## config.mk

```make
export PLATFORM = sky130hd
export DESIGN_NAME = uart_tx_seq
export DESIGN_NICKNAME = d
export VERILOG_FILES = /design/src/rtl/uart_pkg.sv /design/src/rtl/uart_tx_wdog.sv /design/src/rtl/uart_tx_seq.sv
export SDC_FILE = /design/constraint.sdc
export NUM_CORES = 1
export LEC_CHECK = 0
export ABC_CLOCK_PERIOD_IN_PS = 2300
export BUFFER_PORTS_ARGS = -buffer_cell sky130_fd_sc_hd__buf_2
export CAP_MARGIN = 20
export CORE_MARGIN = 3
export CORE_UTILIZATION = 40
export CTS_CLUSTER_SIZE = 8
export DETAILED_ROUTE_END_ITERATION = 8
export SLEW_MARGIN = 5
export SYNTH_ARGS = -nofsm -noshare
export SYNTH_HDL_FRONTEND = slang
export SYNTH_SLANG_ARGS = --single-unit
```

## constraint.sdc

```tcl
create_clock -name clk -period 2.3 [get_ports clk]
set_input_delay 0.46 -clock clk [delete_from_list [all_inputs] [get_ports clk]]
set_output_delay 0.46 -clock clk [all_outputs]
set_load 0.05 [all_outputs]
```

## src/rtl/uart_pkg.sv

```systemverilog
// Shared UART datapath definitions: byte/word geometry and the TX sequencer state encoding.
package uart_pkg;

  localparam int UART_BYTE_W     = 8;
  localparam int UART_WORD_BYTES = 16;

  typedef enum logic [1:0] {
    ST_IDLE = 2'd0,
    ST_SEND = 2'd1,
    ST_WAIT = 2'd2,
    ST_GAP  = 2'd3
  } tx_state_t;

endpackage

```

## src/rtl/uart_tx_wdog.sv

```systemverilog
// WAIT watchdog: down-counter loaded on entry to WAIT, expires at terminal count while running.
module uart_tx_wdog #(
  parameter int CYCLES = 64
) (
  input  logic clk,
  input  logic rst_n,
  input  logic load,
  input  logic run,
  output logic expired
);

  localparam int W = ($clog2(CYCLES) > 0) ? $clog2(CYCLES) : 1;
  localparam logic [W-1:0] LOAD_VAL = W'(CYCLES - 1);

  logic [W-1:0] cnt;

  always_ff @(posedge clk or negedge rst_n) begin
    if (!rst_n) begin
      cnt <= '0;
    end else if (load) begin
      cnt <= LOAD_VAL;
    end else if (run && (cnt != '0)) begin
      cnt <= cnt - 1'b1;
    end
  end

  assign expired = run && (cnt == '0);

endmodule

```

## src/rtl/uart_tx_seq.sv

```systemverilog
// Word-to-byte sequencer for the 8-bit UART transmitter; WAIT watchdog and timeout_err
// are enabled by UART_TX_SEQ_TIMEOUT_EN (otherwise WAIT blocks and timeout_err stays 0).
//
// state | meaning
// IDLE  | ready for a word
// SEND  | present next byte, pulse tx_en
// WAIT  | wait for rising edge of tx_done
// GAP   | idle gap before the next byte
module uart_tx_seq
  import uart_pkg::*;
#(
  parameter int NBYTES         = UART_WORD_BYTES,
  parameter int GAP_CYCLES     = 2,
  parameter int TIMEOUT_CYCLES = 64
) (
  input  logic                          clk,
  input  logic                          rst_n,
  input  logic                          s_valid,
  output logic                          s_ready,
  input  logic [UART_BYTE_W*NBYTES-1:0] s_data,
  output logic [UART_BYTE_W-1:0]        tx_data,
  output logic                          tx_en,
  input  logic                          tx_done,
  output logic                          busy,
  output logic [$clog2(NBYTES)-1:0]     byte_idx,
  output logic                          word_done,
  output logic                          timeout_err
);

  localparam int IW = $clog2(NBYTES);
  localparam int GW = (GAP_CYCLES > 1) ? $clog2(GAP_CYCLES) : 1;
  localparam logic [GW-1:0] GAP_LOAD = (GAP_CYCLES > 0) ? GW'(GAP_CYCLES - 1) : '0;
  localparam logic [IW-1:0] LAST_IDX = IW'(NBYTES - 1);

  tx_state_t                     state, state_nxt;
  logic [UART_BYTE_W*NBYTES-1:0] shreg, shreg_nxt;
  logic [GW-1:0]                 gap_cnt, gap_nxt;
  logic                          tx_done_q;
  logic                          done_rise;
  logic                          wd_expired;
  logic                          s_ready_nxt, tx_en_nxt, busy_nxt, word_done_nxt, timeout_nxt;
  logic [UART_BYTE_W-1:0]        tx_data_nxt;
  logic [IW-1:0]                 idx_nxt;

  // A level left high by the previous byte must not count as completion.
  assign done_rise = tx_done & ~tx_done_q;

`ifdef UART_TX_SEQ_TIMEOUT_EN
  uart_tx_wdog #(.CYCLES(TIMEOUT_CYCLES)) u_wdog (
    .clk     (clk),
    .rst_n   (rst_n),
    .load    (state == ST_SEND),
    .run     (state == ST_WAIT),
    .expired (wd_expired)
  );
`else
  assign wd_expired = 1'b0;
`endif

  always_comb begin
    state_nxt     = state;
    shreg_nxt     = shreg;
    gap_nxt       = gap_cnt;
    s_ready_nxt   = 1'b0;
    tx_en_nxt     = 1'b0;
    tx_data_nxt   = tx_data;
    busy_nxt      = busy;
    idx_nxt       = byte_idx;
    word_done_nxt = 1'b0;
    timeout_nxt   = timeout_err;
    case (state)
      ST_IDLE: begin
        s_ready_nxt = 1'b1;
        if (s_valid && s_ready) begin
          shreg_nxt   = s_data;
          idx_nxt     = '0;
          s_ready_nxt = 1'b0;
          busy_nxt    = 1'b1;
          timeout_nxt = 1'b0;
          state_nxt   = ST_SEND;
        end
      end
      ST_SEND: begin
        tx_data_nxt = shreg[UART_BYTE_W-1:0];
        shreg_nxt   = shreg >> UART_BYTE_W;
        tx_en_nxt   = 1'b1;
        state_nxt   = ST_WAIT;
      end
      ST_WAIT: begin
        if (done_rise) begin
          if (byte_idx == LAST_IDX) begin
            word_done_nxt = 1'b1;
            busy_nxt      = 1'b0;
            s_ready_nxt   = 1'b1;
            state_nxt     = ST_IDLE;
          end else begin
            idx_nxt = byte_idx + 1'b1;
            if (GAP_CYCLES == 0) begin
              state_nxt = ST_SEND;
            end else begin
              gap_nxt   = GAP_LOAD;
              state_nxt = ST_GAP;
            end
          end
        end else if (wd_expired) begin
          timeout_nxt = 1'b1;
          busy_nxt    = 1'b0;
          s_ready_nxt = 1'b1;
          state_nxt   = ST_IDLE;
        end
      end
      ST_GAP: begin
        if (gap_cnt == '0) begin
          state_nxt = ST_SEND;
        end else begin
          gap_nxt = gap_cnt - 1'b1;
        end
      end
      default: state_nxt = ST_IDLE;
    endcase
  end

  always_ff @(posedge clk or negedge rst_n) begin
    if (!rst_n) begin
      state       <= ST_IDLE;
      shreg       <= '0;
      gap_cnt     <= '0;
      tx_done_q   <= 1'b0;
      s_ready     <= 1'b0;
      tx_en       <= 1'b0;
      tx_data     <= '0;
      busy        <= 1'b0;
      byte_idx    <= '0;
      word_done   <= 1'b0;
      timeout_err <= 1'b0;
    end else begin
      state       <= state_nxt;
      shreg       <= shreg_nxt;
      gap_cnt     <= gap_nxt;
      tx_done_q   <= tx_done;
      s_ready     <= s_ready_nxt;
      tx_en       <= tx_en_nxt;
      tx_data     <= tx_data_nxt;
      busy        <= busy_nxt;
      byte_idx    <= idx_nxt;
      word_done   <= word_done_nxt;
      timeout_err <= timeout_nxt;
    end
  end

endmodule

```

==> impl_metrics.tcl <==
set metrics [dict create \
    status "complete, no violations" \
    grt_overflow 0 \
    drive_gt1_share_pct 65.9 \
    multi_input_area_mm2 0.00366 \
    gp_congestion 0.757 \
    cts-resized-gates 0 \
    cpMaxStageDelayCell "dfrtp_1" \
    avgSynthCellArea_um2 15.7 \
    std_cell_rows 50 \
    path_max_fanout 25 \
    clk_latency_ps 420 \
    drt_wl_total_um 15500 \
    crit_chain "inv_1 > ha_1 > nor2b_1 > a31oi_4 > buf_12 > buf_12 > mux2_2" \
    clock_tree.root_cell "clkbuf_16" \
    synth_compound_area_share_pct 1.46 \
    drc_errors 0 \
    leakage_nw 4.42 \
    cts.clk_slew.worst_paths_ps 60 \
    grt_pass1_vias 4720 \
    relSlewSlack_pct 61.8 \
    vias 4348 \
    track_usage_pct 15.0 \
    area_growth_pct 19.8 \
    max_freq_mhz 471 \
    drtIter0Drc 155 \
    worstReg2RegStart "state[1]$_DFFE_PN0P_" \
    maxCapViolations 0 \
    wl_per_cell_um 17.0 \
    worstPathRequired_ps 2600 \
    vias_per_cell 4.77 \
    hold_slack_ps 27.3 \
    grt_pass1_wl_um 24700 \
    critPathCaptureType "register" \
    synth.largest_area_cell "dfrtp_1" \
    syn_area_mm2 0.00772 \
    crit_path_start "state[1]$_DFFE_PN0P_" \
    hold_class "in2async" \
    synth_top_family_by_area "multiplexers" \
    synth_xor_xnor_area_share_pct 0 \
    fin_crit_sh_pct 92.4 \
    placed_area_mm2 0.00865 \
    antenna_left 0 \
    syn-num-nets 630 \
    power-per-cell-area_mw_per_mm2 1650 \
    cts_sinks 148 \
    synthAdderAreaFrac_pct 0.811 \
    die_x_um 145 \
    netlist_top_cells_count "dfrtp_1 (148), mux2_2 (137), mux2_4 (100), mux2_1 (20), buf_2 (13)" \
    syn_inst 493 \
    finClkSkew_ps 9.98 \
    period_minus_slack_ps 2120 \
    finalMaxSlewViolations 0 \
    register_area_mm2 0.00370 \
    io_buffer_count 147 \
    ir_worst_vdd_mv 0.760 \
    timing.critical_path.mode_cell "buf_12" \
    cts_buffers 17 \
    slowest_delay_ps 410 \
    post_cts_buffers 0 \
    crit_type "reg2reg" \
    cts_tree "done" \
    yosys.area_share.simple_pct 2.24 \
    yosys_register_bits 148 \
    cp-start-kind "register" \
    yosysMostFrequentCell "dfrtp_1" \
    tns_ps 0 \
    die_h_um 145 \
    antenna_found_initial 2 \
    worst_slew_pin_slew_ps 573 \
    synth_edf_count 0 \
    yosys.cell_types.count 38 \
    final_cell_area_mm2 0.00925 \
    crit_arrival_ps 2430 \
    ys_warn_count 0 \
    dp_hpwl_um 10700 \
    ys.flop_type "dfrtp_1" \
    ys_seq_area_share_pct 48.0 \
    synth.area.mux_share_pct 42.6 \
    dieArea_mm2 0.0210 \
    holdBufCountCts 0 \
    clk_path_buf_depth 2 \
    start_util_pct 41.0 \
    final_hold_viol_count 0 \
    htreeDepth 4 \
    fillerInstances 1667 \
    drt-pass1-iter-count 4 \
    setup_viol 0 \
    synth_area_leaders "dfrtp_1 (48%), mux2_2 (20%), mux2_4 (19%)" \
    async_reset_ff_share_pct 100 \
    rsz0062_at_grt "no" \
    layout.nets 776 \
    grt_max_degree 82 \
    core_mm2 0.0188 \
    netlist.area_leader.share_pct 48.0 \
    io_pins 149 \
]
-- metal layers --
layer | vias to the layer above | track usage, % | routed length [um]
met4 | 2 | 3.58 | 111
li1 | 2070 | - | -
met5 | - | 0 | 13
met1 | 2175 | 21.2 | 7510
met3 | 10 | 4.40 | 721
met2 | 91 | 22.6 | 7190
-- per-stage QoR --
| stage | worst slack (ps) | instances | power, W | utilization, % |
|---|---|---|---|---|
| final | 176 | 912 | 0.0152 | 49.1 |
| after CTS | 164 | 911 | 0.0154 | 49.1 |
| after floorplan | 533 | 493 | 0.0116 | - |
| after global placement | 258 | 880 | 0.0123 | 46.0 |
| after detailed placement | 194 | 880 | 0.0125 | 46.0 |
| after global routing | 58.0 | 912 | 0.0161 | 49.1 |
-- flip-flops by register name, indices dropped and copies added, names as in the netlist, 2 cells and up --
signal    flops
byte_idx      4
state         2
shreg       128
tx_data       8
-- path summary, 6_finish.rpt --
path	cells after the start	end	slack (ps)
setup reg to reg	7	shreg[91]$_DFFE_PN0P_	180
min in group clk	1	tx_done_q$_DFF_PN0_	220
hold / removal	1	byte_idx[1]$_DFFE_PN0P_	30
setup / recovery	7	shreg[91]$_DFFE_PN0P_	180
hold reg to reg	1	shreg[70]$_DFFE_PN0P_	490
max in group asynchronous	2	shreg[26]$_DFFE_PN0P_	1570
-- worst max-delay path: cells and delay by family, from the launching register on --
| kind | cells | cell delay [ps] |
|---|---|---|
| mux | 1 | 350 |
| fa+ha+maj | 1 | 310 |
| buf+inv | 3 | 570 |
| simple gates | 1 | 110 |
| flops | 1 | 410 |
| compound gates | 1 | 250 |
-- power breakdown --
| part | switching [W] | internal, W | total [W] |
|---|---|---|---|
| sequential | 0.000740 | 0.00398 | 0.00472 |
| clock | 0.00109 | 0.00170 | 0.00279 |
| combinational | 0.00299 | 0.00472 | 0.00772 |
| total | 0.00482 | 0.0104 | 0.0152 |
-- kinds of logic after synthesis --
logic type,count (synthesis)
AOI/OAI and AO/OA,13
buffers and inverters,38
DFF,148
other,1
adders and majority gates,5
and+or+nand+nor,29
muxes,259
-- placed cells by master, fill, tap and decap left out, types with 2 or more instances in the layout --
| cell | synthesis | final |
|---|---|---|
| clkbuf_16 | 0 | 17 |
| nand2b_1 | 2 | 2 |
| inv_1 | 7 | 7 |
| nor2b_1 | 9 | 9 |
| mux2_2 | 137 | 137 |
| mux2_1 | 20 | 20 |
| and4_1 | 2 | 2 |
| clkinvlp_4 | 0 | 4 |
| or3_1 | 3 | 3 |
| clkinv_2 | 0 | 3 |
| mux2_4 | 100 | 100 |
| nand2_1 | 4 | 4 |
| buf_12 | 11 | 9 |
| dfrtp_1 | 148 | 148 |
| clkinv_4 | 0 | 3 |
| ha_1 | 5 | 4 |
| nand3_1 | 3 | 3 |
| buf_2 | 13 | 146 |
| mux2i_1 | 2 | 2 |
| bufinv_16 | 0 | 3 |
| buf_4 | 3 | 2 |
-- final cells by class --
| type | count | share of cell area, % |
|---|---|---|
| Timing Repair Buffer | 158 | 10.1 |
| Clock buffer | 18 | 4.64 |
| Inverter | 7 | 0.284 |
| Sequential cell | 148 | 40.0 |
| Clock inverter | 13 | 1.75 |
| Multi-Input combinational cell | 307 | 39.6 |
| Antenna cell | 1 | 0.0271 |
| Tap cell | 260 | 3.52 |
Power figures use the tool's default switching activity.
